`config.mk`:
```
export PLATFORM = sky130hd
export DESIGN_NAME = alu_operand_collector
export DESIGN_NICKNAME = d
export VERILOG_FILES = /design/src/rtl/alu_collect_pkg.sv /design/src/rtl/alu_collect_timer.sv /design/src/rtl/alu_operand_collector.sv
export SDC_FILE = /design/constraint.sdc
export NUM_CORES = 1
export LEC_CHECK = 0
export CORE_MARGIN = 2
export CORE_UTILIZATION = 40
export DETAILED_ROUTE_END_ITERATION = 8
export GPL_TIMING_DRIVEN = 0
export PLACE_DENSITY_LB_ADDON = 0.05
export SLEW_MARGIN = 20
export SYNTH_ARGS = -nofsm -noshare
export SYNTH_HDL_FRONTEND = slang
export SYNTH_SLANG_ARGS = --single-unit
```
`constraint.sdc`:
```
create_clock -name clk -period 5.9 [get_ports clk]
set_clock_uncertainty 0.2 [all_clocks]
set_input_delay 1.475 -clock clk [delete_from_list [all_inputs] [get_ports clk]]
set_output_delay 1.475 -clock clk [all_outputs]
set_load 0.005 [all_outputs]
```
`src/rtl/alu_collect_pkg.sv`:
```
// Shared types, ALU command encodings and the operand-need decoder for the ALU operand collector.
`ifndef WIDTH
`define WIDTH 8
`endif

package alu_collect_pkg;

   localparam logic [1:0] ST_IDLE  = 2'd0;
   localparam logic [1:0] ST_WAIT  = 2'd1;
   localparam logic [1:0] ST_ISSUE = 2'd2;

   typedef enum logic [1:0] {
      IDLE  = ST_IDLE,
      WAIT  = ST_WAIT,
      ISSUE = ST_ISSUE
   } state_t;

   localparam logic [3:0] A_ADD       = 4'd0;
   localparam logic [3:0] A_SUB       = 4'd1;
   localparam logic [3:0] A_ADD_CIN   = 4'd2;
   localparam logic [3:0] A_SUB_CIN   = 4'd3;
   localparam logic [3:0] A_INC_A     = 4'd4;
   localparam logic [3:0] A_DEC_A     = 4'd5;
   localparam logic [3:0] A_INC_B     = 4'd6;
   localparam logic [3:0] A_DEC_B     = 4'd7;
   localparam logic [3:0] A_CMP       = 4'd8;
   localparam logic [3:0] A_MUL_INC   = 4'd9;
   localparam logic [3:0] A_MUL_SHIFT = 4'd10;

   localparam logic [3:0] L_AND     = 4'd0;
   localparam logic [3:0] L_NAND    = 4'd1;
   localparam logic [3:0] L_OR      = 4'd2;
   localparam logic [3:0] L_NOR     = 4'd3;
   localparam logic [3:0] L_XOR     = 4'd4;
   localparam logic [3:0] L_XNOR    = 4'd5;
   localparam logic [3:0] L_NOT_A   = 4'd6;
   localparam logic [3:0] L_NOT_B   = 4'd7;
   localparam logic [3:0] L_SHR1_A  = 4'd8;
   localparam logic [3:0] L_SHL1_A  = 4'd9;
   localparam logic [3:0] L_SHR1_B  = 4'd10;
   localparam logic [3:0] L_SHL1_B  = 4'd11;
   localparam logic [3:0] L_ROL_A_B = 4'd12;
   localparam logic [3:0] L_ROR_A_B = 4'd13;

   // Undefined commands ask for both operands so the ALU itself reports the error.
   function automatic logic [1:0] op_needs(input logic mode, input logic [3:0] cmd);
      logic [1:0] need;
      need = 2'b11;
      if (mode) begin
         case (cmd)
            A_ADD, A_SUB, A_ADD_CIN, A_SUB_CIN,
            A_CMP, A_MUL_INC, A_MUL_SHIFT:          need = 2'b11;
            A_INC_A, A_DEC_A:                       need = 2'b01;
            A_INC_B, A_DEC_B:                       need = 2'b10;
            default:                                need = 2'b11;
         endcase
      end else begin
         case (cmd)
            L_AND, L_NAND, L_OR, L_NOR, L_XOR,
            L_XNOR, L_ROL_A_B, L_ROR_A_B:           need = 2'b11;
            L_NOT_A, L_SHR1_A, L_SHL1_A:            need = 2'b01;
            L_NOT_B, L_SHR1_B, L_SHL1_B:            need = 2'b10;
            default:                                need = 2'b11;
         endcase
      end
      return need;
   endfunction

endpackage

```
`src/rtl/alu_collect_timer.sv`:
```
// WAIT-state timeout counter: clears on request, counts ticks, flags the tick that completes CYCLES.
module alu_collect_timer
#(
   parameter int unsigned CYCLES = 16
) (
   input  logic clk,
   input  logic rst,
   input  logic clear_i,
   input  logic tick_i,
   output logic expired_o
);

   localparam int unsigned CW = $clog2(CYCLES + 1);
   localparam logic [CW-1:0] LAST = CW'(CYCLES - 1);

   logic [CW-1:0] cnt_q;
   logic [CW-1:0] cnt_d;

   always_comb begin
      cnt_d = cnt_q;
      if (clear_i) begin
         cnt_d = {CW{1'b0}};
      end else if (tick_i) begin
         cnt_d = cnt_q + CW'(1);
      end else begin
         cnt_d = cnt_q;
      end
   end

   assign expired_o = tick_i & ~clear_i & (cnt_q == LAST);

   always_ff @(posedge clk) begin
      if (!rst) begin
         cnt_q <= {CW{1'b0}};
      end else begin
         cnt_q <= cnt_d;
      end
   end

endmodule

```
`src/rtl/alu_operand_collector.sv`:
```
// Merges split-operand beats into complete ALU operations and issues them from registers.
// Optional partial issue after a WAIT timeout is enabled by defining ALU_COLLECT_TIMEOUT_EN.
`ifndef WIDTH
`define WIDTH 8
`endif

module alu_operand_collector
   import alu_collect_pkg::*;
#(
   parameter int unsigned WIDTH          = `WIDTH,
   parameter int unsigned TIMEOUT_CYCLES = 16
) (
   input  logic             clk,
   input  logic             rst,
   input  logic             in_valid,
   output logic             in_ready,
   input  logic             in_mode,
   input  logic [3:0]       in_cmd,
   input  logic             in_cin,
   input  logic [1:0]       in_inp_valid,
   input  logic [WIDTH-1:0] in_opa,
   input  logic [WIDTH-1:0] in_opb,
   input  logic             alu_ready,
   output logic             alu_ce,
   output logic             alu_mode,
   output logic [3:0]       alu_cmd,
   output logic             alu_cin,
   output logic [1:0]       alu_inp_valid,
   output logic [WIDTH-1:0] alu_opa,
   output logic [WIDTH-1:0] alu_opb,
   output logic             drop,
   output logic             timeout,
   output logic             busy
);

   if (TIMEOUT_CYCLES == 0) begin : g_bad_timeout
      $error("TIMEOUT_CYCLES must be at least 1");
   end

   state_t state_q, state_d;
   logic             mode_q, mode_d, cin_q, cin_d;
   logic [3:0]       cmd_q, cmd_d;
   logic [1:0]       have_q, have_d;
   logic [WIDTH-1:0] opa_q, opa_d, opb_q, opb_d;

   logic             ce_q, busy_q, drop_q, drop_d;
   logic             iss_mode_q, iss_cin_q;
   logic [3:0]       iss_cmd_q;
   logic [1:0]       iss_vld_q;
   logic [WIDTH-1:0] iss_opa_q, iss_opb_q;

   logic       beat_s, same_s, expired_s;
   logic       start_s, merge_s, partial_s, go_idle_s;
   logic       complete_s, iss_load_s;
   logic [1:0] need_s, iss_mask_s;

   assign in_ready = rst & ((state_q != ISSUE) | alu_ready);
   // Beats carrying no operand are accepted but have no effect at all.
   assign beat_s   = in_valid & in_ready & (in_inp_valid != 2'b00);
   assign same_s   = (in_mode == mode_q) & (in_cmd == cmd_q);

   always_comb begin
      start_s   = 1'b0;
      merge_s   = 1'b0;
      partial_s = 1'b0;
      go_idle_s = 1'b0;
      case (state_q)
         IDLE: begin
            if (beat_s) start_s = 1'b1;
            else        start_s = 1'b0;
         end
         WAIT: begin
            if (beat_s & same_s) merge_s   = 1'b1;
            else if (beat_s)     start_s   = 1'b1;
            else if (expired_s)  partial_s = 1'b1;
            else                 merge_s   = 1'b0;
         end
         ISSUE: begin
            if (alu_ready & beat_s) start_s   = 1'b1;
            else if (alu_ready)     go_idle_s = 1'b1;
            else                    go_idle_s = 1'b0;
         end
         default: go_idle_s = 1'b1;
      endcase
   end

   assign drop_d = (state_q == WAIT) & start_s;

   always_comb begin
      mode_d = mode_q;
      cmd_d  = cmd_q;
      cin_d  = cin_q;
      have_d = have_q;
      opa_d  = opa_q;
      opb_d  = opb_q;
      if (start_s) begin
         mode_d = in_mode;
         cmd_d  = in_cmd;
         cin_d  = in_cin;
         have_d = in_inp_valid;
         opa_d  = in_inp_valid[0] ? in_opa : {WIDTH{1'b0}};
         opb_d  = in_inp_valid[1] ? in_opb : {WIDTH{1'b0}};
      end else if (merge_s) begin
         cin_d  = in_cin;
         have_d = have_q | in_inp_valid;
         opa_d  = in_inp_valid[0] ? in_opa : opa_q;
         opb_d  = in_inp_valid[1] ? in_opb : opb_q;
      end else begin
         have_d = have_q;
      end
   end

   always_comb begin
      need_s     = op_needs(mode_d, cmd_d);
      complete_s = ((have_d & need_s) == need_s);
      state_d    = state_q;
      iss_load_s = 1'b0;
      iss_mask_s = have_d & need_s;
      if (start_s | merge_s) begin
         if (complete_s) begin
            state_d    = ISSUE;
            iss_load_s = 1'b1;
         end else begin
            state_d    = WAIT;
            iss_load_s = 1'b0;
         end
      end else if (partial_s) begin
         state_d    = ISSUE;
         iss_load_s = 1'b1;
         iss_mask_s = have_d;
      end else if (go_idle_s) begin
         state_d = IDLE;
      end else begin
         state_d = state_q;
      end
   end

`ifdef ALU_COLLECT_TIMEOUT_EN
   logic tmr_clear_s, tmr_tick_s, timeout_q;

   // In WAIT every effective beat is either a merge or a restart, both of which reset the count.
   assign tmr_clear_s = (state_q != WAIT) | beat_s;
   assign tmr_tick_s  = (state_q == WAIT) & ~beat_s;

   alu_collect_timer #(
      .CYCLES    (TIMEOUT_CYCLES)
   ) u_timer (
      .clk       (clk),
      .rst       (rst),
      .clear_i   (tmr_clear_s),
      .tick_i    (tmr_tick_s),
      .expired_o (expired_s)
   );

   always_ff @(posedge clk) begin
      if (!rst) timeout_q <= 1'b0;
      else      timeout_q <= partial_s;
   end

   assign timeout = timeout_q;
`else
   assign expired_s = 1'b0;
   assign timeout   = 1'b0;
`endif

   always_ff @(posedge clk) begin
      if (!rst) begin
         state_q    <= IDLE;
         mode_q     <= 1'b0;
         cmd_q      <= 4'd0;
         cin_q      <= 1'b0;
         have_q     <= 2'b00;
         opa_q      <= {WIDTH{1'b0}};
         opb_q      <= {WIDTH{1'b0}};
         ce_q       <= 1'b0;
         busy_q     <= 1'b0;
         drop_q     <= 1'b0;
         iss_mode_q <= 1'b0;
         iss_cmd_q  <= 4'd0;
         iss_cin_q  <= 1'b0;
         iss_vld_q  <= 2'b00;
         iss_opa_q  <= {WIDTH{1'b0}};
         iss_opb_q  <= {WIDTH{1'b0}};
      end else begin
         state_q <= state_d;
         mode_q  <= mode_d;
         cmd_q   <= cmd_d;
         cin_q   <= cin_d;
         have_q  <= have_d;
         opa_q   <= opa_d;
         opb_q   <= opb_d;
         ce_q    <= (state_d == ISSUE);
         busy_q  <= (state_d != IDLE);
         drop_q  <= drop_d;
         if (iss_load_s) begin
            iss_mode_q <= mode_d;
            iss_cmd_q  <= cmd_d;
            iss_cin_q  <= cin_d;
            iss_vld_q  <= iss_mask_s;
            iss_opa_q  <= iss_mask_s[0] ? opa_d : {WIDTH{1'b0}};
            iss_opb_q  <= iss_mask_s[1] ? opb_d : {WIDTH{1'b0}};
         end
      end
   end

   assign alu_ce        = ce_q;
   assign alu_mode      = iss_mode_q;
   assign alu_cmd       = iss_cmd_q;
   assign alu_cin       = iss_cin_q;
   assign alu_inp_valid = iss_vld_q;
   assign alu_opa       = iss_opa_q;
   assign alu_opb       = iss_opb_q;
   assign drop          = drop_q;
   assign busy          = busy_q;

endmodule
```
==> results.md, run 1 <==
- Fin worst setup slack: 634.9 ps
- HPWL Detailed: 3559 um
- Vias/cell: 5.253
- P_sw: 176.9 uW
- Syn Nets: 235
- Setup TNS: 0 ps
- Syn Inst Count: 207
- Largest net degree at the start of global routing: 18
- Crit path max fanout: 10
- Cell area after layout: 0.002948 sq mm
- Max_slew headroom: 0.5365
- Clock share of power: 0.305
- RSZ-0062 raised after global routing: no
- Status: finished clean
- First-pass GRT wire length: 8452 um
- Crit Path Class: primary input to output port
- Fin crit share: 0.8924
- Initial Util: 0.4113
- Hold-fix buffers, CTS: 0
- Seq/Total Area, Yosys: 0.4743
- DRT iter0 DRCs: 97
- GPL Wtd Cong: 0.7365
- Critical Path AT: 3590 ps
- Buffers on Ports: 53
- Combinational Power Share: 0.141
- Count of cell types in the netlist: 46
- DRC: 0
- IO Count: 57
- Post-Syn Area: 0.002237 sq mm
- PD cells: 230.2 mW/mm^2
- Hold Crit Class: flop to flop
- Highest clock rate: 189.9 MHz
- First-pass DRT Iterations: 6
- Total gr overflow: 0
- Hold WS: 271.8 ps
- Die span in y: 78.79 um
- Wire per inst: 14.50 um
- CTS root buffer: clkbuf_8
- Max-Cap Viols: 0
- Final worst path period need: 5265 ps
- WL final: 4929 um
- Crit start category: primary input
- Flops & latches, synth: 53
- TritonCTS clock tree: built
- Post-CTS Resized: 0
- Nature of the critical path endpoint: output port
- GRT Total Usage: 0.1727
- Ys Warns: 0
- Worst-Skew Late Latency: 300 ps
- Setup-failing EPs final: 0
- Ant diodes: 0
- H-tree depth: 2
- CTS Buffer Depth: 2
- Initial antenna violation count: 0
- Synthesis-to-layout area growth: 31.77%
- Post CTS Setup Buffer Count: 0
- Slew @ Worst Pin: 692.7 ps
- Internal power: 501.7 uW
- Fraction of layout cells with a size suffix above 1: 0.1194
- Die area: 0.006207 sq mm
- DR vias: 1,786
- CP required: 4220 ps
- Vias in the first global route: 1,749
- Avg Inst Size Synth: 10.81 sq um
- Clock transition at path regs: 100 ps
- DP Area: 0.002858 sq mm
- Final-layout fill cell count: 511
- Clock Sinks: 53
- Final hold violation count: 0
- Static Leak: 0.001118 uW
- Nets@finish: 295
- Core Region: 0.005439 sq mm
- Antenna Nets Post-Route: 0
- Die W: 78.79 um
- Sw Share: 0.2606
- Dpl ws: 599.8 ps
- Sequential share of power: 0.555
- Post-Route Utilization: 0.5420
- Max Slew Vio Count: 0
- Number of CTS-inserted buffers: 5
- Rows: 27
- Peak supply drop: 142.0 uV
power groups by stage:
stage	Combinational, uW	Sequential [uW]	Clock, uW
2_1_floorplan	56.6	384	0
3_3_place_gp	96.2	384	0
3_5_place_dp	96.4	385	0
4_1_cts	96.6	376	214
5_1_grt	105	378	235
6_report	95.5	376	207
registers in the layout, summed over array words and instances, names as in the netlist:
| signal | flops |
|---|---|
| opa_q | 8 |
| cin_q | 1 |
| drop | 1 |
| have_q | 2 |
| busy | 1 |
| alu_opb | 8 |
| alu_cmd | 4 |
| mode_q | 1 |
| cmd_q | 4 |
| state_q | 2 |
| alu_inp_valid | 2 |
| alu_cin | 1 |
| opb_q | 8 |
| alu_ce | 1 |
| alu_opa | 8 |
| alu_mode | 1 |
cell families after synthesis:
family,Yosys count,share of synthesized area
flops,53,0.4743
buf+inv,11,0.02516
xor+xnor,5,0.02293
simple gates,57,0.1505
other cells,1,0.001676
compound gates,72,0.2852
mux,8,0.04027
final timing paths:
| check | from | end | slack [ps] | depth (start not counted) |
|---|---|---|---|---|
| max reg2reg | cmd_q[3] | alu_opa[2] | 3540 | 7 |
| min reg2reg | alu_inp_valid[1] | alu_inp_valid[1] | 270 | 1 |
| min | alu_inp_valid[1] | alu_inp_valid[1] | 270 | 1 |
| max | rst | in_ready | 630 | 6 |
final cells by class:
type | instances | area, sq um | area share
Multi-Input combinational cell | 143 | 1120 | 0.3799
Buffer | 10 | 52.55 | 0.01783
Timing Repair Buffer | 53 | 530.5 | 0.1800
Inverter | 1 | 3.754 | 0.001273
Sequential cell | 53 | 1061 | 0.3599
Clock buffer | 5 | 68.82 | 0.02334
Tap cell | 72 | 90.09 | 0.03056
Clock inverter | 3 | 21.27 | 0.007216
cells in the mapped netlist (all sizes together):
| library cell | n | share of area |
|---|---|---|
| a22o | 25 | 0.10 |
| o211ai | 2 | 0.0067 |
| mux2 | 2 | 0.013 |
| nand3 | 4 | 0.017 |
| o22ai | 2 | 0.0056 |
| nand2b | 7 | 0.020 |
| nand3b | 1 | 0.0034 |
| a41oi | 1 | 0.0039 |
| o22a | 1 | 0.0039 |
| a2bb2oi | 1 | 0.0039 |
| nor3 | 2 | 0.015 |
| clkbuf | 4 | 0.0067 |
| a21o | 5 | 0.017 |
| mux2i | 6 | 0.027 |
| nor4b | 1 | 0.0039 |
| inv | 1 | 0.0017 |
| dfxtp | 53 | 0.47 |
| nand2 | 10 | 0.017 |
| o21ai | 4 | 0.014 |
| nand4 | 1 | 0.0028 |
| or4bb | 1 | 0.0050 |
| and2 | 4 | 0.011 |
| a32o | 8 | 0.036 |
| or4b | 1 | 0.0045 |
| a211oi | 2 | 0.018 |
| xnor2 | 5 | 0.023 |
| nor2 | 22 | 0.040 |
| o2bb2ai | 1 | 0.012 |
| a21boi | 1 | 0.0034 |
| buf | 6 | 0.017 |
| nor2b | 1 | 0.0028 |
| conb | 1 | 0.0017 |
| o21a | 5 | 0.020 |
| nand4b | 1 | 0.0039 |
| nand4bb | 1 | 0.0050 |
| a21oi | 14 | 0.041 |
layer usage:
| metal | wire (um) | vias up | track usage | share of wire |
|---|---|---|---|---|
| met5 | 0 | - | 0 | 0 |
| met2 | 2173 | 50 | 0.2581 | 0.44 |
| met3 | 272 | 7 | 0.04432 | 0.055 |
| li1 | - | 887 | - | - |
| met1 | 2441 | 842 | 0.2480 | 0.50 |
| met4 | 42 | 0 | 0.04386 | 0.0085 |
stage by stage:
stage,total power [uW],instances
floorplan,440.1,207
global placement,480.6,332
detailed placement,481.0,332
CTS,687.0,340
global route,717.8,340
finish,678.6,340
worst max-delay path: stages:
cell and delay [ps]:
clkdlybuf4s50_1 490, clkbuf_1 340, inv_1 260, clkbuf_1 330, nor2_1 170, clkdlybuf4s50_1 510
cells in the final DEF, fill, tap and decap left out, types with 4 or more instances in the layout:
cell	Yosys	final
xnor2_1	4	4
a22o_1	22	22
nor2_1	21	21
nand2b_1	7	7
a21o_1	5	5
and2_1	4	4
a32o_1	8	8
clkbuf_1	4	4
clkbuf_8	0	5
o21a_1	4	4
dfxtp_1	53	53
mux2i_1	6	6
nand2_1	10	10
a21oi_1	12	12
clkdlybuf4s50_1	0	53
No activity file was read; power rests on OpenSTA's default activity.
==> inputs of run 2 (changes only) <==
- CORE_ASPECT_RATIO: not set -> 1.4
- CORE_UTILIZATION: 40 -> 35
==> run 2 against run 1 <==
  * Count of clock-buffer cells in the layout unchanged
  * Non-clock buffer count unchanged
  * Setup slack got worse by 31 ps
  * Critical endpoint unchanged
==> results.md, run 2 (synthesized netlist as in run 1, its figures left out) <==
- Synthesis-to-layout area growth: 33.05% (was 31.77%)
- Nets@finish: 295 (unchanged)
- Final hold violation count: 0 (unchanged)
- Largest net degree at the start of global routing: 19 (was 18)
- DRT iter0 DRCs: 71 (was 97)
- GPL Wtd Cong: 0.7779 (was 0.7365)
- Ant diodes: 0 (unchanged)
- Core Region: 0.006211 sq mm (was 0.005439 sq mm)
- WL final: 5366 um (was 4929 um)
- Setup-failing EPs final: 0 (unchanged)
- Die W: 71.57 um (was 78.79 um)
- Worst-Skew Late Latency: 310 ps (was 300 ps)
- Crit path max fanout: 10 (unchanged)
- Crit-path max cell delay: 520 ps (was 510 ps)
- Hold Crit Class: flop to flop (unchanged)
- Final worst path period need: 5296 ps (was 5265 ps)
- Slowest CP cell: clkdlybuf4s50_1 (unchanged)
- Slew @ Worst Pin: 724.8 ps (was 692.7 ps)
- Fin crit share: 0.8977 (was 0.8924)
- First-pass GRT wire length: 8797 um (was 8452 um)
- GRT Total Usage: 0.1586 (was 0.1727)
- DR vias: 1,773 (was 1,786)
- Fraction of layout cells with a size suffix above 1: 0.1194 (unchanged)
- Post-CTS Resized: 0 (unchanged)
- First-pass DRT Iterations: 4 (was 6)
- Clock transition at path regs: 100 ps (about the same)
- CTS Buffer Depth: 2 (unchanged)
- RSZ-0062 raised after global routing: no (unchanged)
- Initial antenna violation count: 0 (unchanged)
- Max_slew headroom: 0.5150 (was 0.5365)
- PnR Total Power: 730.9 uW (was 678.6 uW)
- Nature of the critical path endpoint: output port (unchanged)
- Status: finished clean (unchanged)
- Vias/cell: 5.215 (was 5.253)
- CP required: 4220 ps (about the same)
- Crit Path Class: primary input to output port (unchanged)
- Final-layout fill cell count: 602 (was 511)
- Die area: 0.007056 sq mm (was 0.006207 sq mm)
- Max-Cap Viols: 0 (unchanged)
- Vias in the first global route: 1,772 (was 1,749)
- Peak supply drop: 164.4 uV (was 142.0 uV)
- Antenna Nets Post-Route: 0 (unchanged)
- Die span in y: 98.60 um (was 78.79 um)
- Critical Path AT: 3620 ps (was 3590 ps)
- PD cells: 245.5 mW/mm^2 (was 230.2 mW/mm^2)
- Crit start category: primary input (unchanged)
- Max Slew Vio Count: 0 (unchanged)
- Cell Chain, Critical Path: clkdlybuf4s50_1 > clkbuf_1 > inv_1 > clkbuf_1 > nor2_1 > clkdlybuf4s50_1 (unchanged)
- IO Count: 57 (unchanged)
- Hold-fix buffers, CTS: 0 (unchanged)
- HPWL Detailed: 3767 um (was 3559 um)
- Clock Sinks: 53 (unchanged)
- DRC: 0 (unchanged)
- Total gr overflow: 0 (unchanged)
- Wire per inst: 15.78 um (was 14.50 um)
- Buffers on Ports: 53 (unchanged)
- Number of CTS-inserted buffers: 5 (unchanged)
- TritonCTS clock tree: built (unchanged)
- Rows: 34 (was 27)
- Setup TNS: 0 ps (unchanged)
- Most frequent cells in the layout: dfxtp_1, clkdlybuf4s50_1, a22o_1, nor2_1, a21oi_1 (unchanged)
- Static Leak: 0.001133 uW (was 0.001118 uW)
- Highest clock rate: 188.8 MHz (was 189.9 MHz)
- Initial Util: 0.3602 (was 0.4113)
- CTS root buffer: clkbuf_8 (unchanged)
- Post CTS Setup Buffer Count: 0 (unchanged)
- H-tree depth: 2 (unchanged)
==> run 2: report_power, final <==
part	switching (uW)	leakage [uW]	internal [uW]
clock network	128	0.0000603	130
registers	6.87	0.000431	370
logic	49.0	0.000642	47.7
total	183	0.00113	548
==> run 2: through the flow <==
stage          worst slack [ps]  instance area (sq um)  hold slack [ps]  utilization  cells
3_5_place_dp              585.2                   2858            243.9       0.4601    332
4_1_cts                   567.1                   2977            262.8       0.4793    340
6_report                  603.6                   2977            265.2       0.4793    340
3_3_place_gp              541.8                   2858            246.5       0.4601    332
2_1_floorplan              1925                   2237            243.9            -    207
5_1_grt                   413.6                   2977            300.5       0.4793    340
==> run 2: per-layer routing <==
layer | vias to the layer above | global-route usage | part of all wire
met2 | 51 | 0.2457 | 0.46
met4 | 0 | 0.05225 | 0.0093
met5 | - | 0 | 0
li1 | 884 | - | -
met3 | 4 | 0.04294 | 0.051
met1 | 834 | 0.2131 | 0.48
==> run 2: final cells by class <==
cell class | instances | area, sq um | area share
clock buffer | 5 | 68.82 | 0.02312
clock inverter | 3 | 50.05 | 0.01681
timing repair buffer | 53 | 530.5 | 0.1782
inverter | 1 | 3.754 | 0.001261
tap | 72 | 90.09 | 0.03026
buffer | 10 | 52.55 | 0.01765
sequential | 53 | 1061 | 0.3565
multi-input combinational | 143 | 1120 | 0.3762
==> run 2: path summary, 6_finish.rpt <==
| check | startpoint | end | slack [ps] | depth (start not counted) |
|---|---|---|---|---|
| setup reg to reg | cmd_q[3] | alu_opa[7] | 3480 | 7 |
| hold / removal | alu_cin | alu_cin | 270 | 2 |
| setup / recovery | rst | in_ready | 600 | 6 |
| hold reg to reg | alu_cin | alu_cin | 270 | 2 |
==> run 2: critical path, delay by kind of cell <==
family        cells  cell delay, ps
buf+inv           5            1980
simple gates      1             170
